**src/rtl/sync_fifo_pkg.sv**
```systemverilog
// rtl/sync_fifo_pkg.sv - shared defaults and pointer type for the sync FIFO controller
package sync_fifo_pkg;

  localparam int FIFO_DATA_WIDTH = 64;
  localparam int FIFO_DATA_DEPTH = 16;
  localparam int FIFO_ADDR_WIDTH = 4;

  // Extra MSB is the wrap bit that separates full from empty.
  typedef logic [FIFO_ADDR_WIDTH:0] ptr_t;

endpackage

```
**src/rtl/sync_fifo_ctrl_if.sv**
```systemverilog
// rtl/sync_fifo_ctrl_if.sv - producer/consumer streams and storage-array port bundle
interface sync_fifo_ctrl_if
  import sync_fifo_pkg::*;
#(
  parameter int DATA_WIDTH = FIFO_DATA_WIDTH,
  parameter int ADDR_WIDTH = FIFO_ADDR_WIDTH
);

  logic                  s_valid;
  logic                  s_ready;
  logic [DATA_WIDTH-1:0] s_data;
  logic                  m_valid;
  logic                  m_ready;
  logic [DATA_WIDTH-1:0] m_data;
  logic                  mem_wr_en;
  logic [ADDR_WIDTH-1:0] mem_wr_addr;
  logic [DATA_WIDTH-1:0] mem_wr_data;
  logic                  mem_rd_en;
  logic [ADDR_WIDTH-1:0] mem_rd_addr;
  logic [DATA_WIDTH-1:0] mem_rd_data;

  modport master (
    input  s_valid, s_data, m_ready, mem_rd_data,
    output s_ready, m_valid, m_data,
    output mem_wr_en, mem_wr_addr, mem_wr_data, mem_rd_en, mem_rd_addr
  );

  modport slave (
    output s_valid, s_data, m_ready, mem_rd_data,
    input  s_ready, m_valid, m_data,
    input  mem_wr_en, mem_wr_addr, mem_wr_data, mem_rd_en, mem_rd_addr
  );

endinterface

```
**src/rtl/fifo_wrap_ptr.sv**
```systemverilog
// rtl/fifo_wrap_ptr.sv - enable-increment pointer with wrap bit, sync reset and clear
module fifo_wrap_ptr #(
  parameter int W = 5
) (
  input  logic         clk,
  input  logic         rst_n,
  input  logic         clr,
  input  logic         inc,
  output logic [W-1:0] ptr
);

  // Depth is a power of two, so natural rollover wraps the low bits and toggles the MSB.
  always_ff @(posedge clk) begin
    if (!rst_n || clr) begin
      ptr <= '0;
    end else if (inc) begin
      ptr <= ptr + W'(1);
    end
  end

endmodule

```
**src/rtl/sync_fifo_ctrl.sv**
```systemverilog
// rtl/sync_fifo_ctrl.sv - pointer/handshake controller for the 16x64 FIFO array; optional SYNC_FIFO_CTRL_FLUSH_EN
module sync_fifo_ctrl
  import sync_fifo_pkg::*;
#(
  parameter int DATA_WIDTH = FIFO_DATA_WIDTH,
  parameter int DATA_DEPTH = FIFO_DATA_DEPTH,
  parameter int ADDR_WIDTH = $clog2(DATA_DEPTH)
) (
  input  logic                clk,
  input  logic                rst_n,
`ifdef SYNC_FIFO_CTRL_FLUSH_EN
  input  logic                flush,
`endif
  sync_fifo_ctrl_if.master    bus,
  output logic [ADDR_WIDTH:0] count
);

  logic                flush_i;
  logic [ADDR_WIDTH:0] wr_ptr;
  logic [ADDR_WIDTH:0] rd_ptr;
  logic [ADDR_WIDTH:0] stored;
  logic                full;
  logic                empty;
  logic                push;
  logic                rd_en;
  logic                m_valid_q;

`ifdef SYNC_FIFO_CTRL_FLUSH_EN
  assign flush_i = flush;
`else
  assign flush_i = 1'b0;
`endif

  assign full  = (wr_ptr[ADDR_WIDTH-1:0] == rd_ptr[ADDR_WIDTH-1:0]) &&
                 (wr_ptr[ADDR_WIDTH] != rd_ptr[ADDR_WIDTH]);
  assign empty = (wr_ptr == rd_ptr);

  // s_ready depends on registered state only, never on s_valid or m_ready.
  assign bus.s_ready     = rst_n && !flush_i && !full;
  assign push            = bus.s_valid && bus.s_ready;
  assign bus.mem_wr_en   = push;
  assign bus.mem_wr_addr = wr_ptr[ADDR_WIDTH-1:0];
  assign bus.mem_wr_data = bus.s_data;

  // A read refills the output stage when it is empty or being drained this cycle.
  assign rd_en           = rst_n && !flush_i && !empty && (!m_valid_q || bus.m_ready);
  assign bus.mem_rd_en   = rd_en;
  assign bus.mem_rd_addr = rd_ptr[ADDR_WIDTH-1:0];

  assign bus.m_valid = m_valid_q;
  assign bus.m_data  = bus.mem_rd_data;

  assign stored = wr_ptr - rd_ptr;
  assign count  = stored + (ADDR_WIDTH+1)'(m_valid_q);

  fifo_wrap_ptr #(.W(ADDR_WIDTH+1)) u_wr_ptr (
    .clk   (clk),
    .rst_n (rst_n),
    .clr   (flush_i),
    .inc   (push),
    .ptr   (wr_ptr)
  );

  fifo_wrap_ptr #(.W(ADDR_WIDTH+1)) u_rd_ptr (
    .clk   (clk),
    .rst_n (rst_n),
    .clr   (flush_i),
    .inc   (rd_en),
    .ptr   (rd_ptr)
  );

  always_ff @(posedge clk) begin
    if (!rst_n || flush_i) begin
      m_valid_q <= 1'b0;
    end else if (rd_en) begin
      m_valid_q <= 1'b1;
    end else if (bus.m_ready) begin
      m_valid_q <= 1'b0;
    end
  end

endmodule

```
**src/flat_wrapper.sv**
```systemverilog
// flat-port wrapper written by rule: the top's interface ports become plain ports
module sync_fifo_ctrl_flat import sync_fifo_pkg::*;
#(
  parameter int DATA_WIDTH = FIFO_DATA_WIDTH,
  parameter int DATA_DEPTH = FIFO_DATA_DEPTH,
  parameter int ADDR_WIDTH = $clog2(DATA_DEPTH)
)
  (clk, rst_n, count, bus_s_valid, bus_s_data, bus_m_ready, bus_mem_rd_data, bus_s_ready, bus_m_valid, bus_m_data, bus_mem_wr_en, bus_mem_wr_addr, bus_mem_wr_data, bus_mem_rd_en, bus_mem_rd_addr);
  sync_fifo_ctrl_if #(.DATA_WIDTH(DATA_WIDTH), .ADDR_WIDTH(ADDR_WIDTH)) bus_i ();
  input  logic clk;
  input  logic rst_n;
  output logic [ADDR_WIDTH:0] count;
  input wire logic [$bits(bus_i.s_valid)-1:0] bus_s_valid;
  input wire logic [$bits(bus_i.s_data)-1:0] bus_s_data;
  input wire logic [$bits(bus_i.m_ready)-1:0] bus_m_ready;
  input wire logic [$bits(bus_i.mem_rd_data)-1:0] bus_mem_rd_data;
  output wire logic [$bits(bus_i.s_ready)-1:0] bus_s_ready;
  output wire logic [$bits(bus_i.m_valid)-1:0] bus_m_valid;
  output wire logic [$bits(bus_i.m_data)-1:0] bus_m_data;
  output wire logic [$bits(bus_i.mem_wr_en)-1:0] bus_mem_wr_en;
  output wire logic [$bits(bus_i.mem_wr_addr)-1:0] bus_mem_wr_addr;
  output wire logic [$bits(bus_i.mem_wr_data)-1:0] bus_mem_wr_data;
  output wire logic [$bits(bus_i.mem_rd_en)-1:0] bus_mem_rd_en;
  output wire logic [$bits(bus_i.mem_rd_addr)-1:0] bus_mem_rd_addr;
  assign bus_i.s_valid = bus_s_valid;
  assign bus_i.s_data = bus_s_data;
  assign bus_i.m_ready = bus_m_ready;
  assign bus_i.mem_rd_data = bus_mem_rd_data;
  assign bus_s_ready = bus_i.s_ready;
  assign bus_m_valid = bus_i.m_valid;
  assign bus_m_data = bus_i.m_data;
  assign bus_mem_wr_en = bus_i.mem_wr_en;
  assign bus_mem_wr_addr = bus_i.mem_wr_addr;
  assign bus_mem_wr_data = bus_i.mem_wr_data;
  assign bus_mem_rd_en = bus_i.mem_rd_en;
  assign bus_mem_rd_addr = bus_i.mem_rd_addr;
  sync_fifo_ctrl #(.DATA_WIDTH(DATA_WIDTH), .DATA_DEPTH(DATA_DEPTH), .ADDR_WIDTH(ADDR_WIDTH)) u_core (.clk(clk), .rst_n(rst_n), .bus(bus_i), .count(count));
endmodule
```
**config.mk**
```make
export PLATFORM = sky130hd
export DESIGN_NAME = sync_fifo_ctrl_flat
export DESIGN_NICKNAME = d
export VERILOG_FILES = /design/src/rtl/sync_fifo_pkg.sv /design/src/rtl/sync_fifo_ctrl_if.sv /design/src/rtl/fifo_wrap_ptr.sv /design/src/rtl/sync_fifo_ctrl.sv /design/src/flat_wrapper.sv
export SDC_FILE = /design/constraint.sdc
export NUM_CORES = 1
export LEC_CHECK = 0
export CORE_AREA = 8 8 100 102
export CTS_BUF_LIST = sky130_fd_sc_hd__clkbuf_16
export DETAILED_ROUTE_END_ITERATION = 16
export DIE_AREA = 0 0 108 110
export PLACE_DENSITY = 0.86
export SYNTH_ARGS = -nofsm -noshare
export SYNTH_HDL_FRONTEND = slang
export SYNTH_SLANG_ARGS = --single-unit
```
**constraint.sdc**
```tcl
create_clock -name clk -period 3.25 [get_ports clk]
set_input_delay 0.4875 -clock clk [delete_from_list [all_inputs] [get_ports clk]]
set_output_delay 0.4875 -clock clk [all_outputs]
set_load 0.01 [all_outputs]
```
==> summary.txt, run 1 <==
WP data required: 2.76 ns
Comb pwr share: 0.556
Min-delay worst type: reg -> reg
Slew @ Worst Pin: 0.471 ns
Port bufs: 20
Switching power: 0.319 mW
Pint: 0.570 mW
Most frequent cell after synthesis: buf_4
Most frequent cells after synthesis: buf_4, dfxtp_1, inv_1
Max-slew violation count: 0
Seq/Total Area, Yosys: 0.121
Max_cap viols: 0
RSZ-0062 raised after global routing: false
Register Area: 220 um2
Pin count of the biggest net entering global routing: 14
Initial antenna violation count: 0
Worst skew pair latency: 0.24 ns
Sink Count: 11
H-Tree Depth: 1
Initial Utilization: 0.216
Die width: 108 um
Crit share post-route: 0.935
EDFF count, synth: 0
# fillers: 938
Layout cells sized above 1: 0.0672
GPL Wtd Cong: 0.813
Critical path arrival: 2.55 ns
Setup TNS: 0 ns
Power, Total: 0.888 mW
Synth async-reset ratio: 0
Top cell type by total area after synthesis: buf_4
Status: finished, final reports clean
Placed Area: 1150 um2
Resized cells post-CTS: 0
Io pins: 277
Post-Syn Instances: 230
Power Density: 722 nW/um2
Avg Cell Area, Syn: 7.94 um2
Yosys reg bits: 11
Fmax: 329 MHz
Gr ovfl total: 0
Total Routing Usage GR: 0.0740
CTS root buf: clkbuf_16
Vias in the first global route: 944
Syn_nets: 373
DIE HEIGHT: 110 um
Drt via density: 4.10
CP endpoint kind: output pin
Vias: 930
Leading post-synthesis cells by cell area: buf_4, dfxtp_1, ha_1
Area occupied by multi-input gates: 541 um2
Worst Skew: 0.00139 ns
P&R area growth vs syn: -32.6%
Cell row count: 34
Total Wirelength: 4700 um
Clock buffer count from CTS: 3
Antenna Nets Post-Route: 0
DRT Pass-1 Iters: 4
CP max FO: 4
Post-CTS Setup Bufs: 0
Placed wire-length estimate: 4070 um
Final nets: 263
WL/cell: 20.7 um
LEAKAGE: 0.453 nW
Sequential share of power: 0.191
Clock transition at path regs: 0.04 ns
Die ar.: 11900 um2
First-pass GRT wire length: 6370 um
Final Cell Area: 1230 um2
Hold Buf Count CTS: 0
Iter 0 DRT Violations: 10
Crit start category: register
Post-layout min period: 3.04 ns
Clk network pwr share: 0.253
Most common flop cell mapped by yosys: dfxtp_1
Ant. Diodes: 0
Netlist cell types: 28
Max IR drop VDD: 0.000236 V
Core ar.: 8470 um2
Sw frac: 0.359
Area share of the largest cell type after synthesis: 0.559
# DRC: 0
Hold Vio Cnt, Final: 0
R2R Setup Slk: 1.40 ns
CTS tree: done
Mapped cell area: 1830 um2
Ys Warns: 0
Crit path kind: reg -> out
Clock buffer depth: 2
Endpoints failing setup: 0
Rel. slew slack: 0.684
==> kinds of logic (layout without fill, tap and decap cells) <==
group | after synthesis | count (layout) | share of synthesized area
fa+ha+maj | 11 | 11 | 0.0795
compound gates | 22 | 22 | 0.0794
flops | 11 | 11 | 0.121
simple gates | 26 | 26 | 0.0712
buf+inv | 148 | 37 | 0.584
xor+xnor | 12 | 12 | 0.0658
==> final timing paths <==
| path | start | cells past startpoint | to |
|---|---|---|---|
| setup / recovery | u_core.u_rd_ptr.ptr[1]$_SDFFE_PN0P_ | 9 | count[4] |
| hold / removal | u_core.u_wr_ptr.ptr[3]$_SDFFE_PN0P_ | 2 | u_core.u_wr_ptr.ptr[3]$_SDFFE_PN0P_ |
| setup reg to reg | u_core.u_rd_ptr.ptr[2]$_SDFFE_PN0P_ | 6 | u_core.u_wr_ptr.ptr[0]$_SDFFE_PN0P_ |
| hold reg to reg | u_core.u_wr_ptr.ptr[3]$_SDFFE_PN0P_ | 2 | u_core.u_wr_ptr.ptr[3]$_SDFFE_PN0P_ |
==> cells in the final DEF, fill, tap and decap left out <==
cell type / netlist / layout
a21o_1: 2 / 2
a21oi_1: 6 / 6
a31oi_1: 3 / 3
a41oi_1: 2 / 2
and2_1: 1 / 1
buf_4: 136 / 2
clkbuf_16: 0 / 3
clkdlybuf4s50_1: 0 / 20
dfxtp_1: 11 / 11
fa_1: 1 / 1
ha_1: 10 / 10
inv_1: 11 / 12
nand2_1: 3 / 3
nand2b_1: 1 / 1
nand3_1: 5 / 5
nand4_1: 3 / 3
nor2_1: 7 / 7
nor2b_1: 1 / 1
nor3_1: 1 / 1
o21a_1: 1 / 1
o21ai_0: 3 / 3
o21ai_1: 1 / 1
o311ai_1: 1 / 1
o31ai_1: 2 / 2
o31ai_2: 1 / 1
or3_1: 4 / 4
xnor2_1: 9 / 9
xor2_1: 1 / 1
xor2_2: 2 / 2
==> power groups by stage <==
| stage | combinational [mW] | sequential [mW] | clock, mW |
|---|---|---|---|
| 2_1_floorplan | 0.450 | 0.181 | 0 |
| 3_3_place_gp | 0.481 | 0.169 | 0 |
| 3_5_place_dp | 0.497 | 0.173 | 0 |
| 4_1_cts | 0.500 | 0.170 | 0.231 |
| 5_1_grt | 0.549 | 0.172 | 0.236 |
| 6_report | 0.494 | 0.170 | 0.225 |
==> cell type report <==
cell class,count,area share
clock inverters,1,0.00305
inverters,11,0.0335
multi-input cells,71,0.439
well taps,108,0.110
clock buffers,3,0.0610
flip-flops and latches,11,0.179
repair buffers,22,0.175
==> critical path, stage by stage (launching register included) <==
cell,delay (ns)
dfxtp_1,0.37
inv_1,0.08
ha_1,0.34
inv_1,0.08
fa_1,0.46
inv_1,0.08
a21o_1,0.11
a21oi_1,0.07
xnor2_1,0.15
clkdlybuf4s50_1,0.56
==> registers in the layout (all words and copies together), names as in the netlist <==
name,cells
u_core.u_rd_ptr.ptr,5
u_core.u_wr_ptr.ptr,5
u_core.bus.m_valid,1
==> per-stage QoR <==
step                      instances  worst slack, ns  utilization  hold WS (ns)
after floorplan                 230            0.931            -         0.489
after global placement          223            0.544        0.136         0.520
after detailed placement        223            0.451        0.136         0.526
after CTS                       227            0.180        0.145         0.537
after global routing            227           0.0246        0.145         0.572
final                           227            0.211        0.145         0.540
==> routing by layer <==
metal	track usage	vias up	wire length, um
li1	-	381	-
met1	0.0391	391	925
met2	0.134	103	2420
met4	0.0773	0	385
met3	0.0610	55	961
met5	0	-	0
No activity file was read; power rests on OpenSTA's default activity.
==> run 2: changes to the inputs <==
--- a/config.mk
+++ b/config.mk
@@ -9,7 +9,8 @@
 export CTS_BUF_LIST = sky130_fd_sc_hd__clkbuf_16
 export DETAILED_ROUTE_END_ITERATION = 16
 export DIE_AREA = 0 0 108 110
-export PLACE_DENSITY = 0.86
+export PLACE_DENSITY = 0.77
+export SKIP_CTS_REPAIR_TIMING = 1
 export SYNTH_ARGS = -nofsm -noshare
 export SYNTH_HDL_FRONTEND = slang
 export SYNTH_SLANG_ARGS = --single-unit
==> summary.txt, run 2 (synthesis results as in run 1) <==
Clk network pwr share: 0.253 (about the same)
Commonest non-fill, non-tap cell in the layout: clkdlybuf4s50_1 (unchanged)
Rel. slew slack: 0.664 (was 0.684)
Max-slew violation count: 0 (unchanged)
Fin Hold WS: 0.536 ns (was 0.540 ns)
Min-delay worst type: reg -> reg (unchanged)
Sw frac: 0.366 (was 0.359)
WP data required: 2.76 ns (about the same)
Max_cap viols: 0 (unchanged)
Crit path top cell by count: inv_1 (unchanged)
Die width: 108 um (unchanged)
Drt via density: 4.13 (was 4.10)
Max IR drop VDD: 0.000214 V (was 0.000236 V)
Commonest cells after routing, fill and taps aside: clkdlybuf4s50_1, inv_1, dfxtp_1, ha_1, xnor2_1 (unchanged)
Crit-path cells: inv_1, ha_1, inv_1, ha_1, inv_1, fa_1, inv_1, a21o_1, a21oi_1, xnor2_1, clkdlybuf4s50_1 (was inv_1, ha_1, inv_1, fa_1, inv_1, a21o_1, a21oi_1, xnor2_1, clkdlybuf4s50_1)
Comb pwr share: 0.561 (was 0.556)
Slowest stage delay, CP: 0.56 ns (about the same)
Endpoints failing setup: 0 (unchanged)
Crit start category: register (unchanged)
Initial Utilization: 0.216 (unchanged)
Antenna Nets Post-Route: 0 (unchanged)
DRT Pass-1 Iters: 4 (unchanged)
Crit share post-route: 0.940 (was 0.935)
Vias: 938 (was 930)
Clock buffer count from CTS: 3 (unchanged)
Status: finished, final reports clean (unchanged)
Total Routing Usage GR: 0.0731 (was 0.0740)
Worst Skew: 0.00668 ns (was 0.00139 ns)
Slowest-stage cell, CP: clkdlybuf4s50_1 (unchanged)
CP max FO: 4 (unchanged)
Placed wire-length estimate: 3900 um (was 4070 um)
CTS tree: done (unchanged)
GPL Wtd Cong: 0.867 (was 0.813)
# DRC: 0 (unchanged)
Gr ovfl total: 0 (unchanged)
Vias in the first global route: 1006 (was 944)
Critical path arrival: 2.57 ns (was 2.55 ns)
Slew @ Worst Pin: 0.500 ns (was 0.471 ns)
Ant. Diodes: 0 (unchanged)
# fillers: 942 (was 938)
Die ar.: 11900 um2 (unchanged)
Hold Vio Cnt, Final: 0 (unchanged)
Total Wirelength: 4540 um (was 4700 um)
Clock transition at path regs: 0.04 ns (about the same)
H-Tree Depth: 1 (unchanged)
Clock buffer depth: 2 (unchanged)
LEAKAGE: 0.453 nW (unchanged)
RSZ-0062 raised after global routing: false (unchanged)
First-pass GRT wire length: 6400 um (was 6370 um)
Worst skew pair latency: 0.25 ns (was 0.24 ns)
Switching power: 0.332 mW (was 0.319 mW)
Crit path kind: reg -> out (unchanged)
Io pins: 277 (unchanged)
Core ar.: 8470 um2 (unchanged)
P&R area growth vs syn: -32.6% (unchanged)
WL/cell: 20.0 um (was 20.7 um)
Pin count of the biggest net entering global routing: 14 (unchanged)
Iter 0 DRT Violations: 29 (was 10)
Sequential share of power: 0.186 (was 0.191)
Sink Count: 11 (unchanged)
Initial antenna violation count: 0 (unchanged)
Power Density: 737 nW/um2 (was 722 nW/um2)
Layout cells sized above 1: 0.0672 (unchanged)
Pint: 0.575 mW (was 0.570 mW)
CTS root buf: clkbuf_16 (unchanged)
Cell row count: 34 (unchanged)
CP endpoint kind: output pin (unchanged)
Post-layout min period: 3.06 ns (was 3.04 ns)
Setup TNS: 0 ns (unchanged)
Fmax: 327 MHz (was 329 MHz)
DIE HEIGHT: 110 um (unchanged)
Port bufs: 20 (unchanged)
Final nets: 263 (unchanged)
## run 2: cell counts in the layout (fill, tap and decap cells not counted)
No cell type changed its count.
## run 2: area by class of cell
type                    count  area [um2]  area share
clock buffers               3        75.1      0.0610
clock inverters             1        3.75     0.00305
inverters                  11        41.3      0.0335
multi-input cells          71         541       0.439
flip-flops and latches     11         220       0.179
well taps                 108         135       0.110
repair buffers             22         215       0.175
## run 2: power groups by stage
stage,registers (mW),logic [mW],clock network [mW]
floorplan,0.181,0.450,0
global placement,0.170,0.493,0
detailed placement,0.172,0.511,0
CTS,0.169,0.513,0.235
global route,0.173,0.559,0.242
finish,0.169,0.509,0.229
## run 2: final timing paths
kind                                                           from                             endpoint  slack (ns)  cells after the start
worst max register to register  u_core.u_rd_ptr.ptr[2]$_SDFFE_PN0P_  u_core.u_wr_ptr.ptr[3]$_SDFFE_PN0P_        1.38                      6
worst min register to register  u_core.u_rd_ptr.ptr[1]$_SDFFE_PN0P_  u_core.u_rd_ptr.ptr[1]$_SDFFE_PN0P_        0.54                      2
worst min-delay path            u_core.u_rd_ptr.ptr[1]$_SDFFE_PN0P_  u_core.u_rd_ptr.ptr[1]$_SDFFE_PN0P_        0.54                      2
worst max-delay path                u_core.bus.m_valid$_SDFFE_PN0P_                             count[4]        0.19                     11
## run 2: per-stage QoR
step	instance area (um2)	power, mW	setup WS (ns)	cells	util
2_1_floorplan	1830	0.631	0.931	230	-
3_3_place_gp	1150	0.663	0.521	223	0.136
3_5_place_dp	1150	0.683	0.457	223	0.136
4_1_cts	1230	0.917	0.194	227	0.145
5_1_grt	1230	0.974	0.0196	227	0.145
6_report	1230	0.907	0.194	227	0.145
## run 2: critical path: cells and delay by family (launching register included)
| family | cells | cell delay, ns |
|---|---|---|
| flip-flops | 1 | 0.36 |
| buffers and inverters | 5 | 0.80 |
| AO/OA/AOI/OAI | 2 | 0.17 |
| XOR/XNOR | 1 | 0.16 |
| adder cells (fa/ha/maj) | 3 | 0.82 |
## run 2: routing by layer
layer / share of wire / routed length, um / GRT usage / vias to the layer above
met2: 0.47 / 2160 / 0.118 / 100
met5: 0 / 0 / 0 / -
met1: 0.22 / 998 / 0.0459 / 391
met3: 0.20 / 912 / 0.0587 / 66
met4: 0.10 / 472 / 0.0912 / 0
li1: - / - / - / 381
==> run 3: changes to the inputs <==
--- a/config.mk
+++ b/config.mk
@@ -7,6 +7,7 @@
 export LEC_CHECK = 0
 export CORE_AREA = 8 8 100 102
 export CTS_BUF_LIST = sky130_fd_sc_hd__clkbuf_16
+export CTS_CLUSTER_DIAMETER = 80
 export DETAILED_ROUTE_END_ITERATION = 16
 export DIE_AREA = 0 0 108 110
 export PLACE_DENSITY = 0.77
==> results of run 3 <==
The final DEF is identical to that of run 2; final timing and power are the same.
